`src/rtl/mbist_march_controller.sv`:
```
// rtl/mbist_march_controller.sv - March C- MBIST controller for a 1W/2R register file
// Optional MBIST_DIAG_EN adds fail_data, fail_port and error_count diagnostics.
module mbist_march_controller #(
  parameter int ADDR_WIDTH = 4,
  parameter int DATA_WIDTH = 8,
  parameter int NUM_WORDS  = 16
) (
  input  logic                  clock,
  input  logic                  reset,
  input  logic                  start,
  input  logic [DATA_WIDTH-1:0] mem_data_out0,
  input  logic [DATA_WIDTH-1:0] mem_data_out1,
  output logic [DATA_WIDTH-1:0] mem_data_in,
  output logic [ADDR_WIDTH-1:0] mem_wr_addr,
  output logic [ADDR_WIDTH-1:0] mem_rd_addr0,
  output logic [ADDR_WIDTH-1:0] mem_rd_addr1,
  output logic                  mem_wr_en,
  output logic                  mem_rd_en0,
  output logic                  mem_rd_en1,
  output logic                  busy,
  output logic                  done,
  output logic                  fail,
  output logic [ADDR_WIDTH-1:0] fail_addr,
  output logic [2:0]            fail_element
`ifdef MBIST_DIAG_EN
  ,
  output logic [DATA_WIDTH-1:0] fail_data,
  output logic                  fail_port,
  output logic [7:0]            error_count
`endif
);

  typedef enum logic [2:0] {IDLE, WR, RD, RW, DUALRD, DRAIN, DONE} state_t;

  localparam logic [DATA_WIDTH-1:0] B0 = '0;
  localparam logic [DATA_WIDTH-1:0] B1 = '1;
  localparam logic [ADDR_WIDTH-1:0] LAST_ADDR = ADDR_WIDTH'(NUM_WORDS - 1);

  state_t                  state, nstate;
  logic [ADDR_WIDTH-1:0]   addr, naddr, step;
  logic [2:0]              elem, nelem;
  logic                    ascending, at_end, accept;
  logic [DATA_WIDTH-1:0]   nwdata, nexp;
  logic [1:0]              nmask;
  logic [1:0]              p0_mask, p1_mask;
  logic [DATA_WIDTH-1:0]   p0_exp, p1_exp;
  logic [ADDR_WIDTH-1:0]   p0_addr, p1_addr;
  logic [2:0]              p0_elem, p1_elem;
  logic                    mis0, mis1;

  always_comb begin
    nstate    = state;
    naddr     = addr;
    nelem     = elem;
    accept    = (state == IDLE || state == DONE) && start;
    ascending = !(elem == 3'd3 || elem == 3'd4);
    at_end    = ascending ? (addr == LAST_ADDR) : (addr == '0);
    step      = ascending ? addr + ADDR_WIDTH'(1) : addr - ADDR_WIDTH'(1);
    case (state)
      IDLE, DONE: if (start) begin
        nstate = WR;
        naddr  = '0;
        nelem  = 3'd0;
      end
      WR: if (at_end) begin
        nstate = RD;
        nelem  = 3'd1;
        naddr  = '0;
      end else begin
        naddr = step;
      end
      RD: nstate = RW;
      RW: if (at_end) begin
        if (elem == 3'd4) begin
          nstate = DUALRD;
          nelem  = 3'd5;
          naddr  = '0;
        end else begin
          // The next element starts at the top when it descends (M3, M4).
          nstate = RD;
          nelem  = elem + 3'd1;
          naddr  = (elem == 3'd2 || elem == 3'd3) ? LAST_ADDR : '0;
        end
      end else begin
        nstate = RD;
        naddr  = step;
      end
      DUALRD: if (at_end) nstate = DRAIN;
              else        naddr  = step;
      DRAIN: nstate = DONE;
      default: nstate = IDLE;
    endcase
    nwdata = (nstate == RW && (nelem == 3'd1 || nelem == 3'd3)) ? B1 : B0;
    nexp   = (nelem == 3'd2 || nelem == 3'd4) ? B1 : B0;
    nmask  = {nstate == DUALRD, nstate == RD || nstate == DUALRD};
    mis0   = p1_mask[0] && (mem_data_out0 != p1_exp);
    mis1   = p1_mask[1] && (mem_data_out1 != p1_exp);
  end

  always_ff @(posedge clock or negedge reset) begin
    if (!reset) begin
      state        <= IDLE;
      addr         <= '0;
      elem         <= '0;
      mem_data_in  <= '0;
      mem_wr_addr  <= '0;
      mem_rd_addr0 <= '0;
      mem_rd_addr1 <= '0;
      mem_wr_en    <= 1'b0;
      mem_rd_en0   <= 1'b0;
      mem_rd_en1   <= 1'b0;
      busy         <= 1'b0;
      done         <= 1'b0;
      fail         <= 1'b0;
      fail_addr    <= '0;
      fail_element <= '0;
      p0_mask      <= '0;
      p1_mask      <= '0;
      p0_exp       <= '0;
      p1_exp       <= '0;
      p0_addr      <= '0;
      p1_addr      <= '0;
      p0_elem      <= '0;
      p1_elem      <= '0;
`ifdef MBIST_DIAG_EN
      fail_data    <= '0;
      fail_port    <= 1'b0;
      error_count  <= '0;
`endif
    end else begin
      state        <= nstate;
      addr         <= naddr;
      elem         <= nelem;
      mem_data_in  <= nwdata;
      mem_wr_addr  <= naddr;
      mem_rd_addr0 <= naddr;
      mem_rd_addr1 <= naddr;
      mem_wr_en    <= (nstate == WR || nstate == RW);
      mem_rd_en0   <= nmask[0];
      mem_rd_en1   <= nmask[1];
      busy         <= (nstate != IDLE && nstate != DONE);
      done         <= (nstate == DONE);
      // Stage 0 tracks the read being driven; stage 1 lines up with returned data.
      p0_mask      <= nmask;
      p0_exp       <= nexp;
      p0_addr      <= naddr;
      p0_elem      <= nelem;
      p1_mask      <= p0_mask;
      p1_exp       <= p0_exp;
      p1_addr      <= p0_addr;
      p1_elem      <= p0_elem;
      if (accept) begin
        fail         <= 1'b0;
        fail_addr    <= '0;
        fail_element <= '0;
`ifdef MBIST_DIAG_EN
        fail_data    <= '0;
        fail_port    <= 1'b0;
        error_count  <= '0;
`endif
      end else if (mis0 || mis1) begin
        fail <= 1'b1;
        if (!fail) begin
          fail_addr    <= p1_addr;
          fail_element <= p1_elem;
`ifdef MBIST_DIAG_EN
          fail_data    <= mis0 ? mem_data_out0 : mem_data_out1;
          fail_port    <= !mis0;
`endif
        end
`ifdef MBIST_DIAG_EN
        if (error_count != 8'hFF) error_count <= error_count + 8'd1;
`endif
      end
    end
  end

endmodule

```
`config.mk`:
```
export PLATFORM = sky130hd
export DESIGN_NAME = mbist_march_controller
export DESIGN_NICKNAME = d
export VERILOG_FILES = /design/src/rtl/mbist_march_controller.sv
export SDC_FILE = /design/constraint.sdc
export NUM_CORES = 1
export LEC_CHECK = 0
export CAP_MARGIN = 5
export CORE_AREA = 2 2 82 84
export DETAILED_ROUTE_END_ITERATION = 12
export DIE_AREA = 0 0 84 86
export SETUP_SLACK_MARGIN = 0.3
export SLEW_MARGIN = 30
export SYNTH_ARGS = -nofsm -noshare
export SYNTH_HDL_FRONTEND = slang
export SYNTH_SLANG_ARGS = --single-unit
```
`constraint.sdc`:
```
create_clock -name clock -period 6.8 [get_ports clock]
set_input_delay 0.68 -clock clock [delete_from_list [all_inputs] [get_ports clock]]
set_output_delay 0.68 -clock clock [all_outputs]
set_load 0.02 [all_outputs]
```
* Word-level counts from Yosys, hierarchy flattened
Cells that the tools add are included.
Word-level totals: input bits 19, word-level logic and storage cells 97, memories kept 0, bits in writable memories 0, bits in registers 58, bits in latches 0, output and inout port bits 33, bits in read-only memories 0
Cells by class: bitwise logic cells 0, shifts and indexed selects 0, mux-type cells 30, $add $sub $neg 3, equal/unequal tests 25, $mul 0, magnitude comparators 0, div/mod/pow operators 0, reduce and logical (&&, ||, !) cells 21
Operators by type and width (count):
- 4-bit two-way mux | 10
- 3-bit two-way mux | 12
- 3-bit by 2-bit == test with 1-bit output, second input constant | 8
- 3-bit == test, second input constant | 7
- 3-bit case mux with 6 select lines | 1
- 8-bit two-way mux | 2
- 8-bit inequality test | 2
- 4-bit case mux with 4 select lines | 1
- 3-bit by 1-bit == test with 1-bit output, second input constant | 3
- 3-bit case mux with 3 select lines | 1
- 1-bit logical OR | 8
- 1-bit logical AND | 5
- 4-bit by 1-bit adder with 4-bit output, second input constant | 1
- 4-bit == test, second input constant | 1
- 4-bit logical NOT | 1
- 2-bit inequality test, second input constant | 2
- 4-bit nonzero test | 1
- 4-bit by 1-bit subtractor with 4-bit output, second input constant | 1
- 3-bit by 1-bit adder with 3-bit output, second input constant | 1
- 3-bit logical NOT | 1
- 1-bit two-way mux | 3
- 3-bit inequality test, second input constant | 1
- 3-bit AND reduction | 1
- 3-bit nonzero test | 1
- 4 further kinds | 4

* Logic depth before layout (Yosys ltp)
word-level depth 9, mapped depth 11

* Least setup slack after synthesis
No wires, ideal clock.
path kind register to register, from register, netlist name p0_elem[0], to register p0_addr[3], path buffers 0, arrival 2.188 ns, cell stages (with the launch flop) 12, library setup time 0.130 ns, clock period less this slack 2.317 ns, setup slack 4.483 ns, cells stage by stage dfrtp_1 -> inv_1 -> ha_1 -> mux2i_2 -> inv_1 -> ha_1 -> a21o_2 -> a21oi_1 -> xnor2_1 -> and2_1 -> o21ai_0 -> nand3_1
RTL lines:
- to (signal assigned) | RTL line 146 | p0_addr <= naddr;
- to (decl) | RTL line 47 | logic [ADDR_WIDTH-1:0] p0_addr, p1_addr;

==> impl_metrics.py <==
metrics = {
    "cts": {
        "cts_tree": "done",
        "cts_hold_buf": 0,
        "cts_made_buffers": 5,
        "cts_resized": 0,
        "cts_buffer_depth": 2,
        "post_cts_buffers": 0,
        "insertion_delay_ns": 0.28,
        "h-tree-depth": 2,
        "cts.sinks": 35,
        "cts_root_buf": "clkbuf_8",
        "clk_pin_slew_worst_paths_ns": 0.08,
    },
    "timing": {
        "setup-tns-final_ns": 0,
        "finalCritPeriodShare_pct": 37.5,
        "worst_pin_slew_ns": 0.645,
        "setup_ws_ns": 4.25,
        "fmax_mhz": 392,
        "rsz0062_at_grt": "no",
        "finalHoldViolCount": 0,
        "setup_viol": 0,
        "period_needed_ns": 2.55,
        "slew_headroom_pct": 56.9,
        "fin_skew_ns": 0.0107,
        "finalMaxSlewViolations": 0,
    },
    "pwr": {
        "p_per_area_nw_per_um2": 443,
        "cellLeakagePower_nw": 1.11,
        "peakVddDrop_mv": 0.166,
    },
    "placement": {
        "post-place-ws_ns": 4.13,
        "finalWeightedCongestion": 0.793,
        "dp_hpwl_um": 2580,
        "io_buffers": 51,
    },
    "route": {
        "drt_iter0_drc": 73,
        "post_drt_wl_per_cell_um": 11.7,
        "ant_nets": 0,
        "routed_via_density": 4.57,
        "totalWireLength_um": 3390,
        "vias": 1330,
        "remaining_drc_errors": 0,
        "firstDrtPassIters": 4,
    },
    "floorplan": {
        "die-area_um2": 7220,
        "io_pins": 52,
        "core_um2": 6280,
        "die_x_um": 84,
        "rows": 29,
        "die_y_um": 86,
        "start_util_pct": 29.2,
    },
    "grt": {
        "antenna_found_initial": 0,
        "grt_pass1_vias": 1285,
        "grt_pass1_wl_um": 5940,
        "overflow": 0,
        "grt_max_degree": 36,
        "grt_usage_pct": 10.2,
    },
    "setup_path": {
        "critPathBufInv": 2,
        "startpoint_type": "register",
        "crit_family": "adder cells",
        "cp_slowest_cell": "dfrtp_1",
        "critical_path_depth": 11,
        "crit_type": "register to register",
        "crit_fanout": 5,
        "cp_cell_sequence": "inv_1 -> ha_1 -> mux2i_2 -> inv_1 -> ha_1 -> a21o_2 -> a21oi_1 -> xnor2_1 -> and2_1 -> o21ai_0 -> nand3_1",
        "critical_path_required_ns": 6.96,
        "cp-end-kind": "register",
        "worstRegToRegCells": 11,
        "arrival_ns": 2.71,
        "crit_path_max_incr_delay_ns": 0.44,
    },
    "finish": {
        "final_core_util_pct": 38.8,
        "syn2layout_area_growth_pct": 33.1,
        "layout.nets": 237,
        "antennaDiodeCount": 0,
        "drive_gt1_share_pct": 12.1,
    },
    "job": {
        "max-cap-violations": 0,
    },
    "logic_synthesis": {
        "async_flop_share_pct": 100,
        "synth-edff-count": 0,
        "synth_nets": 197,
        "avgSynthCellArea_um2": 10.6,
        "ys.warnings.count": 0,
        "synthesis.area_um2": 1830,
        "seq_area_frac_synth_pct": 47.8,
        "ys_ff_latch": 35,
        "ys_types": 48,
        "netlist_instances": 173,
        "synthFlopType": "dfrtp_1",
    },
    "worst_hold_path": {
        "hold_depth": 0,
        "hp-class": "register to register",
    },
    "outcome": {
        "outcome": "finished, final reports clean",
    },
}
power breakdown:
| part | switching (W) | internal (W) | total (W) |
|---|---|---|---|
| Sequential | 0.0000811 | 0.000285 | 0.000366 |
| Combinational | 0.000265 | 0.000256 | 0.000521 |
| Clock | 0.0000743 | 0.000120 | 0.000195 |
| Total | 0.000420 | 0.000661 | 0.00108 |
cell families (layout without fill, tap and decap cells):
group / Yosys count / in the layout / synth area share [%]
and+or+nand+nor: 61 / 61 / 17.9
buffers and inverters: 28 / 69 / 8.88
DFF: 35 / 35 / 47.8
xor gates and xnor gates: 5 / 5 / 2.80
AOI/OAI and AO/OA: 29 / 29 / 12.8
muxes: 10 / 10 / 5.94
adders and majority gates: 5 / 5 / 3.83
cells in the mapped netlist, types with 3 or more instances:
| library cell | instances | area (um2) |
|---|---|---|
| nand3_1 | 6 | 30.0 |
| buf_4 | 15 | 113 |
| dfrtp_1 | 35 | 876 |
| o21ai_0 | 6 | 30.0 |
| nor2b_1 | 3 | 18.8 |
| inv_1 | 8 | 30.0 |
| nor2_1 | 17 | 63.8 |
| nand4_1 | 3 | 18.8 |
| clkbuf_1 | 3 | 11.3 |
| nand2b_1 | 4 | 25.0 |
| nand2_1 | 13 | 48.8 |
| mux2i_1 | 8 | 80.1 |
| ha_1 | 4 | 50.1 |
| a21oi_1 | 6 | 30.0 |
| a22o_1 | 3 | 26.3 |
| nor3_1 | 3 | 15.0 |
cells in the final DEF, fill, tap and decap left out, types with 2 or more instances in the layout:
cell type	instances
nor3_1	3
a21oi_1	6
nor2_1	17
nor2_2	2
xnor2_1	2
ha_1	4
dfrtp_1	35
nand4_1	3
nor4_1	2
clkbuf_8	6
nand2b_1	4
a22o_1	3
xor2_1	2
inv_1	8
nand2_1	13
mux2i_1	8
clkdlybuf4s50_1	51
o21ai_0	6
nor2b_1	3
nand3_1	6
layout make-up:
type | count | area (um2)
clock buffers | 6 | 82.6
clock inverters | 2 | 38.8
fillers | 623 | 3840
inverters | 9 | 33.8
multi-input cells | 110 | 793
flip-flops and latches | 35 | 876
well taps | 77 | 96.3
repair buffers | 52 | 518
path summary, 6_finish.rpt:
check,start,endpoint,slack [ns]
worst max-delay path,p0_elem[0],p0_addr[3],4.25
worst min-delay path,p0_exp[6],p1_exp[6],0.36
worst max register to register,p0_elem[0],p0_addr[3],4.25
worst min register to register,p0_exp[6],p1_exp[6],0.36
max in group asynchronous,reset,p1_addr[0],5.71
min in group asynchronous,reset,busy,0.78
worst reg2reg max path, cell delays in order (launching register included):
cell,delay (ns)
dfrtp_1,0.44
inv_1,0.07
ha_1,0.26
mux2i_2,0.38
inv_1,0.13
ha_1,0.28
a21o_2,0.21
a21oi_1,0.16
xnor2_1,0.09
and2_1,0.17
o21ai_0,0.15
nand3_1,0.09
routing by layer:
metal | up-vias | global-route usage [%] | wire length (um)
met1 | 616 | 12.0 | 1470
met4 | 0 | 5.72 | 76
li1 | 671 | - | -
met5 | - | 0 | 0
met3 | 5 | 2.41 | 162
met2 | 38 | 17.3 | 1680
state kept, by name, indices dropped and copies added (netlist names), 2 cells and up:
signal	cells
p1_elem	3
fail_addr	4
p1_mask	2
state	3
fail_element	3
p0_addr	4
p1_addr	4
p0_elem	3
stage by stage:
step | instances | area (um2) | hold WS [ns] | total power [W]
4_1_cts | 291 | 2440 | 0.359 | 0.00109
5_1_grt | 291 | 2440 | 0.379 | 0.00116
3_5_place_dp | 283 | 2320 | 0.335 | 0.000898
6_report | 291 | 2440 | 0.359 | 0.00108
2_1_floorplan | 173 | 1830 | 0.331 | 0.000730
3_3_place_gp | 283 | 2320 | 0.333 | 0.000888
No activity file was read; power rests on OpenSTA's default activity.
